## src/rtl/mips_pkg.sv

```systemverilog
// rtl/mips_pkg.sv - shared MIPS pipeline constants, opcodes and fetch FSM encoding
package mips_pkg;

  localparam logic [31:0] NOP_INSTR        = 32'h0000_0000;
  localparam logic [31:0] DEFAULT_RESET_PC = 32'h0000_0000;

  localparam logic [5:0] OP_R_FORMAT = 6'h00;
  localparam logic [5:0] OP_LW       = 6'h23;
  localparam logic [5:0] OP_SW       = 6'h2B;
  localparam logic [5:0] OP_BEQ      = 6'h04;

  typedef enum logic [1:0] {
    ST_FETCH = 2'd0,
    ST_DRAIN = 2'd1,
    ST_BUF   = 2'd2
  } fetch_state_t;

endpackage

```

## src/rtl/ifid_pipe_reg.sv

```systemverilog
// rtl/ifid_pipe_reg.sv - IF/ID pipeline register with hold, bubble insert and async reset
module ifid_pipe_reg
  import mips_pkg::*;
#(
  parameter int ADDR_W = 32,
  parameter int DATA_W = 32
) (
  input  logic              clk,
  input  logic              reset,
  input  logic              i_load,
  input  logic              i_bubble,
  input  logic [DATA_W-1:0] i_instr,
  input  logic [ADDR_W-1:0] i_pc_plus4,
  output logic [DATA_W-1:0] o_instr,
  output logic [ADDR_W-1:0] o_pc_plus4,
  output logic              o_valid
);

  logic [DATA_W-1:0] r_instr;
  logic [ADDR_W-1:0] r_pc_plus4;
  logic              r_valid;

  // Bubble wins over load; neither asserted means hold.
  always_ff @(posedge clk or posedge reset) begin
    if (reset) begin
      r_instr    <= DATA_W'(NOP_INSTR);
      r_pc_plus4 <= '0;
      r_valid    <= 1'b0;
    end else if (i_bubble) begin
      r_instr <= DATA_W'(NOP_INSTR);
      r_valid <= 1'b0;
    end else if (i_load) begin
      r_instr    <= i_instr;
      r_pc_plus4 <= i_pc_plus4;
      r_valid    <= 1'b1;
    end
  end

  assign o_instr    = r_instr;
  assign o_pc_plus4 = r_pc_plus4;
  assign o_valid    = r_valid;

endmodule

```

## src/rtl/fetch_stage.sv

```systemverilog
// rtl/fetch_stage.sv - instruction fetch: PC, imem handshake, one-entry buffer, IF/ID feed
module fetch_stage
  import mips_pkg::*;
#(
  parameter int              ADDR_W   = 32,
  parameter int              DATA_W   = 32,
  parameter logic [ADDR_W-1:0] RESET_PC = ADDR_W'(DEFAULT_RESET_PC)
) (
  input  logic              clk,
  input  logic              reset,
  input  logic              pc_hold,
  input  logic              ifid_hold,
  input  logic              branch_taken,
  input  logic [ADDR_W-1:0] branch_target,
  output logic              imem_req,
  output logic [ADDR_W-1:0] imem_addr,
  input  logic              imem_ready,
  input  logic [DATA_W-1:0] imem_rdata,
  output logic [DATA_W-1:0] ifid_instr,
  output logic [ADDR_W-1:0] ifid_pc_plus4,
  output logic              ifid_valid,
  output logic [ADDR_W-1:0] fetch_pc
);

  fetch_state_t      r_state, w_next_state;
  logic [ADDR_W-1:0] r_pc, w_next_pc;
  logic [ADDR_W-1:0] r_drain_addr, w_next_drain_addr;
  logic [DATA_W-1:0] r_buf_instr;
  logic [ADDR_W-1:0] r_buf_addr;
  logic              w_buf_load;
  logic              w_stall;
  logic              w_ifid_load;
  logic              w_ifid_bubble;
  logic [DATA_W-1:0] w_ifid_instr;
  logic [ADDR_W-1:0] w_ifid_pc_plus4;
  logic [ADDR_W-1:0] w_pc_plus4;
  logic [ADDR_W-1:0] w_buf_plus4;

  assign w_stall     = pc_hold | ifid_hold;
  assign w_pc_plus4  = r_pc + ADDR_W'(4);
  assign w_buf_plus4 = r_buf_addr + ADDR_W'(4);

  assign imem_req  = (r_state != ST_BUF);
  assign imem_addr = (r_state == ST_DRAIN) ? r_drain_addr : r_pc;
  assign fetch_pc  = r_pc;

  always_ff @(posedge clk or posedge reset) begin
    if (reset) begin
      r_state      <= ST_FETCH;
      r_pc         <= RESET_PC;
      r_drain_addr <= RESET_PC;
      r_buf_instr  <= '0;
      r_buf_addr   <= '0;
    end else begin
      r_state      <= w_next_state;
      r_pc         <= w_next_pc;
      r_drain_addr <= w_next_drain_addr;
      if (w_buf_load) begin
        r_buf_instr <= imem_rdata;
        r_buf_addr  <= r_pc;
      end
    end
  end

  always_comb begin
    w_next_state      = r_state;
    w_next_pc         = r_pc;
    w_next_drain_addr = r_drain_addr;
    w_buf_load        = 1'b0;
    w_ifid_load       = 1'b0;
    w_ifid_bubble     = 1'b0;
    w_ifid_instr      = imem_rdata;
    w_ifid_pc_plus4   = w_pc_plus4;

    // A stalled beq is re-presented once its operands are ready, so it is ignored here.
    if (branch_taken && !w_stall) begin
      w_next_pc     = branch_target;
      w_ifid_bubble = 1'b1;
      if (r_state == ST_FETCH && !imem_ready) begin
        w_next_drain_addr = r_pc;
        w_next_state      = ST_DRAIN;
      end else if (r_state == ST_DRAIN && !imem_ready) begin
        w_next_state = ST_DRAIN;
      end else begin
        w_next_state = ST_FETCH;
      end
    end else begin
      unique case (r_state)
        ST_FETCH: begin
          if (imem_ready) begin
            if (w_stall) begin
              w_buf_load   = 1'b1;
              w_next_state = ST_BUF;
            end else begin
              w_ifid_load = 1'b1;
              w_next_pc   = w_pc_plus4;
            end
          end else if (!w_stall) begin
            w_ifid_bubble = 1'b1;
          end
        end
        ST_DRAIN: begin
          if (imem_ready) w_next_state = ST_FETCH;
          if (!w_stall)   w_ifid_bubble = 1'b1;
        end
        ST_BUF: begin
          if (!w_stall) begin
            w_ifid_load     = 1'b1;
            w_ifid_instr    = r_buf_instr;
            w_ifid_pc_plus4 = w_buf_plus4;
            w_next_pc       = w_buf_plus4;
            w_next_state    = ST_FETCH;
          end
        end
        default: w_next_state = ST_FETCH;
      endcase
    end
  end

  ifid_pipe_reg #(
    .ADDR_W (ADDR_W),
    .DATA_W (DATA_W)
  ) u_ifid (
    .clk        (clk),
    .reset      (reset),
    .i_load     (w_ifid_load),
    .i_bubble   (w_ifid_bubble),
    .i_instr    (w_ifid_instr),
    .i_pc_plus4 (w_ifid_pc_plus4),
    .o_instr    (ifid_instr),
    .o_pc_plus4 (ifid_pc_plus4),
    .o_valid    (ifid_valid)
  );

endmodule

```

## config.mk

```make
export PLATFORM = sky130hd
export DESIGN_NAME = fetch_stage
export DESIGN_NICKNAME = d
export VERILOG_FILES = /design/src/rtl/mips_pkg.sv /design/src/rtl/ifid_pipe_reg.sv /design/src/rtl/fetch_stage.sv
export SDC_FILE = /design/constraint.sdc
export NUM_CORES = 1
export LEC_CHECK = 0
export ABC_CLOCK_PERIOD_IN_PS = 11000
export BUFFER_PORTS_ARGS = -buffer_cell sky130_fd_sc_hd__buf_4
export CELL_PAD_IN_SITES_DETAIL_PLACEMENT = 0
export CELL_PAD_IN_SITES_GLOBAL_PLACEMENT = 2
export CORE_MARGIN = 2
export CORE_UTILIZATION = 37
export DETAILED_ROUTE_END_ITERATION = 7
export GPL_TIMING_DRIVEN = 0
export PLACE_DENSITY_LB_ADDON = 0.1
export SLEW_MARGIN = 20
export SYNTH_ARGS = -nofsm -noshare
export SYNTH_HDL_FRONTEND = slang
export SYNTH_SLANG_ARGS = --single-unit
```

## constraint.sdc

```tcl
create_clock -name clk -period 11 [get_ports clk]
set_clock_uncertainty 0.15 [all_clocks]
set_input_delay 2.2 -clock clk [delete_from_list [all_inputs] [get_ports clk]]
set_output_delay 2.2 -clock clk [all_outputs]
set_load 0.01 [all_outputs]
```

==> results.json <==
{
  "hold_violations": 0,
  "htreeDepth": 4,
  "nFillCells": 2550,
  "crit_path_top_delay_cell": "clkbuf_1",
  "die_area_um2": 27470,
  "synth_seq_cells": 195,
  "syn2layout_area_growth_pct": 26.85,
  "reg2reg_slack_ps": 7980,
  "place_congestion": 0.8250,
  "final_cells": 1496,
  "grt_overflow": 0,
  "min_path_type": "reg2reg",
  "drc": 0,
  "vias_per_cell": 5.371,
  "cp-end-kind": "output pin",
  "layout_commonest_cell": "buf_4",
  "fin_crit_ps": 5142,
  "post-cts-setup-buffer-count": 0,
  "synth_edf_count": 0,
  "cp_common_cell": "clkbuf_1",
  "cts_resized": 0,
  "grt_max_degree": 95,
  "syn_inst": 928,
  "synth_area_um2": 9679,
  "grt_usage_pct": 23.90,
  "routedWlPerCell_um": 21.93,
  "crit_buf_inv": 3,
  "clk_latency_ps": 440,
  "yosysSeqAreaShare_pct": 50.41,
  "yosysUniqueCellTypes": 54,
  "cts-root-buf": "clkbuf_16",
  "status": "complete, no violations",
  "row_count": 59,
  "critical_path_arrival_ps": 2790,
  "cap_viol_max_count": 0,
  "drive_gt1_share_pct": 31.87,
  "fin_tns_setup_ps": 0,
  "drtIter0Drc": 546,
  "die_h_um": 165.7,
  "synth_area_leaders": "dfrtp_1 (50%), mux2_2 (13%), o21ai_0 (4.3%)",
  "tightestPinTransition_ps": 995.0,
  "yosysWarnings": 0,
  "critPathTopFamily": "buffers and inverters",
  "crit_type": "reg2out",
  "antenna_found_initial": 0,
  "die_x_um": 165.7,
  "num-nets-final": 1220,
  "p_leak_nw": 5.608,
  "worstPathMaxFanout": 10,
  "antenna_cells": 0,
  "syn-num-nets": 1000,
  "cts.path.max_buffers": 2,
  "grt_setup_unrepaired": "false",
  "mostFrequentLayoutCells": "buf_4 (199), dfrtp_1 (195), mux2_2 (113)",
  "cts_hold_buf": 0,
  "critical_path.max_stage_delay_ps": 660,
  "async_flop_share_pct": 100.0,
  "dpl.hpwl_um": 23290,
  "num_vias": 8035,
  "grt_pass1_vias": 8063,
  "cts_inserted_buffers": 17,
  "powerDensity_nw_per_um2": 242.3,
  "io_pins": 200,
  "fp.coreArea_um2": 25840,
  "ys.flop_type": "dfrtp_1",
  "max_freq_mhz": 194.5,
  "routed_wl_um": 32810,
  "cts_tree": "built",
  "setup_viol": 0,
  "clkTransAtPathRegs_ps": 80,
  "synth_top_area_share_pct": 50.41,
  "cts_sinks": 195,
  "maxSlewHeadroom_pct": 33.67,
  "port_buffers": 199,
  "start_util_pct": 37.46,
  "grt_pass1_wl_um": 50120,
  "min_period_over_period_pct": 46.75,
  "cp.required_ps": 8650,
  "crit_chain": "nor2b_1 -> clkbuf_1 -> clkbuf_1 -> mux2_2 -> buf_4",
  "synth_top_area_cell": "dfrtp_1",
  "ir_worst_vdd_mv": 0.08737,
  "drv_slew": 0,
  "antenna_left": 0,
  "drt_first_pass_iters": 7,
  "critPathLaunchType": "flop",
  "syn_area_per_cell_um2": 10.43,
  "placedCellCount": 1464
}
[worst min-delay path, delay by kind of cell (launching register included)]
family	cells	cell delay, ps
simple gates	1	50
flops	1	350
compound gates	1	60
[metal layers]
metal / global-route usage (%) / wire length, µm
met1: 32.07 / 14520
met2: 39.08 / 15770
met3: 5.362 / 1964
met4: 6.616 / 556
met5: 0 / 0
[synthesized netlist by cell type, drive strengths merged (3+ instances only)]
cell,n
inv,10
or4,4
nand4,21
nor4,12
and2,3
xor2,16
clkbuf,48
mux2,113
mux2i,38
nand3,22
o21ai,91
a21oi,25
a211o,9
xnor2,32
dfrtp,195
and4,4
o22ai,20
and3,7
a22oi,6
a211oi,10
nand2,105
a31oi,4
nor3,15
buf,19
a31o,3
nor2,60
a21o,10
[where the power goes]
| group | switching [W] | total [W] | internal, W |
|---|---|---|---|
| logic | 0.000553 | 0.00109 | 0.000534 |
| clock network | 0.000320 | 0.000674 | 0.000355 |
| registers | 0.000228 | 0.00121 | 0.000985 |
| total | 0.00110 | 0.00297 | 0.00187 |
[cell families after synthesis]
| kind of cell | share of synthesized area, % |
|---|---|
| buffers and inverters | 3.141 |
| flip-flops | 50.41 |
| AO/OA/AOI/OAI | 12.09 |
| AND/OR/NAND/NOR | 12.60 |
| XOR/XNOR | 4.421 |
| multiplexers | 17.08 |
| adder cells (fa/ha/maj) | 0.2585 |
[area by class of cell]
type / count / area, µm² / area share (%)
well taps: 335 / 419.2 / 3.414
repair buffers: 201 / 1549 / 12.62
plain buffers: 67 / 262.8 / 2.140
flip-flops and latches: 195 / 4880 / 39.74
inverters: 11 / 48.80 / 0.3974
multi-input cells: 655 / 4496 / 36.61
clock inverters: 14 / 183.9 / 1.498
clock buffers: 18 / 439.2 / 3.577
[flip-flops by register name, indices dropped and copies added, names as in the netlist]
name               cells
u_ifid.o_pc_plus4     32
r_buf_addr            32
r_state                2
r_buf_instr           32
r_drain_addr          32
fetch_pc              32
u_ifid.o_valid         1
u_ifid.o_instr        32
[through the flow]
| stage | setup slack [ps] | hold slack [ps] | total power [W] | utilization, % | cell area, µm² |
|---|---|---|---|---|---|
| floorplan | 3338 | 299.7 | 0.001813 | - | 9679 |
| global placement | 579.5 | 311.6 | 0.002298 | 44.87 | 11590 |
| detailed placement | 5980 | 318.9 | 0.002319 | 45.11 | 11650 |
| CTS | 5830 | 337.7 | 0.002999 | 47.52 | 12280 |
| global route | 5699 | 351.2 | 0.003158 | 47.52 | 12280 |
| finish | 5858 | 334.6 | 0.002975 | 47.52 | 12280 |
[worst paths after layout]
path                                                from                                end  cells past startpoint
max                               r_state[0]$_DFFE_PP0P_                      imem_addr[29]                      5
max reg2reg                       r_state[1]$_DFFE_PP0P_  u_ifid.o_pc_plus4[26]$_DFFE_PP0P_                      6
max in group asynchronous                          reset       r_drain_addr[24]$_DFFE_PP0P_                      3
min in group asynchronous                          reset        r_drain_addr[0]$_DFFE_PP0P_                      2
min reg2reg                u_ifid.o_instr[4]$_DFFE_PP0P_      u_ifid.o_instr[4]$_DFFE_PP0P_                      2
min                        u_ifid.o_instr[4]$_DFFE_PP0P_      u_ifid.o_instr[4]$_DFFE_PP0P_                      2
Power figures use the tool's default switching activity.
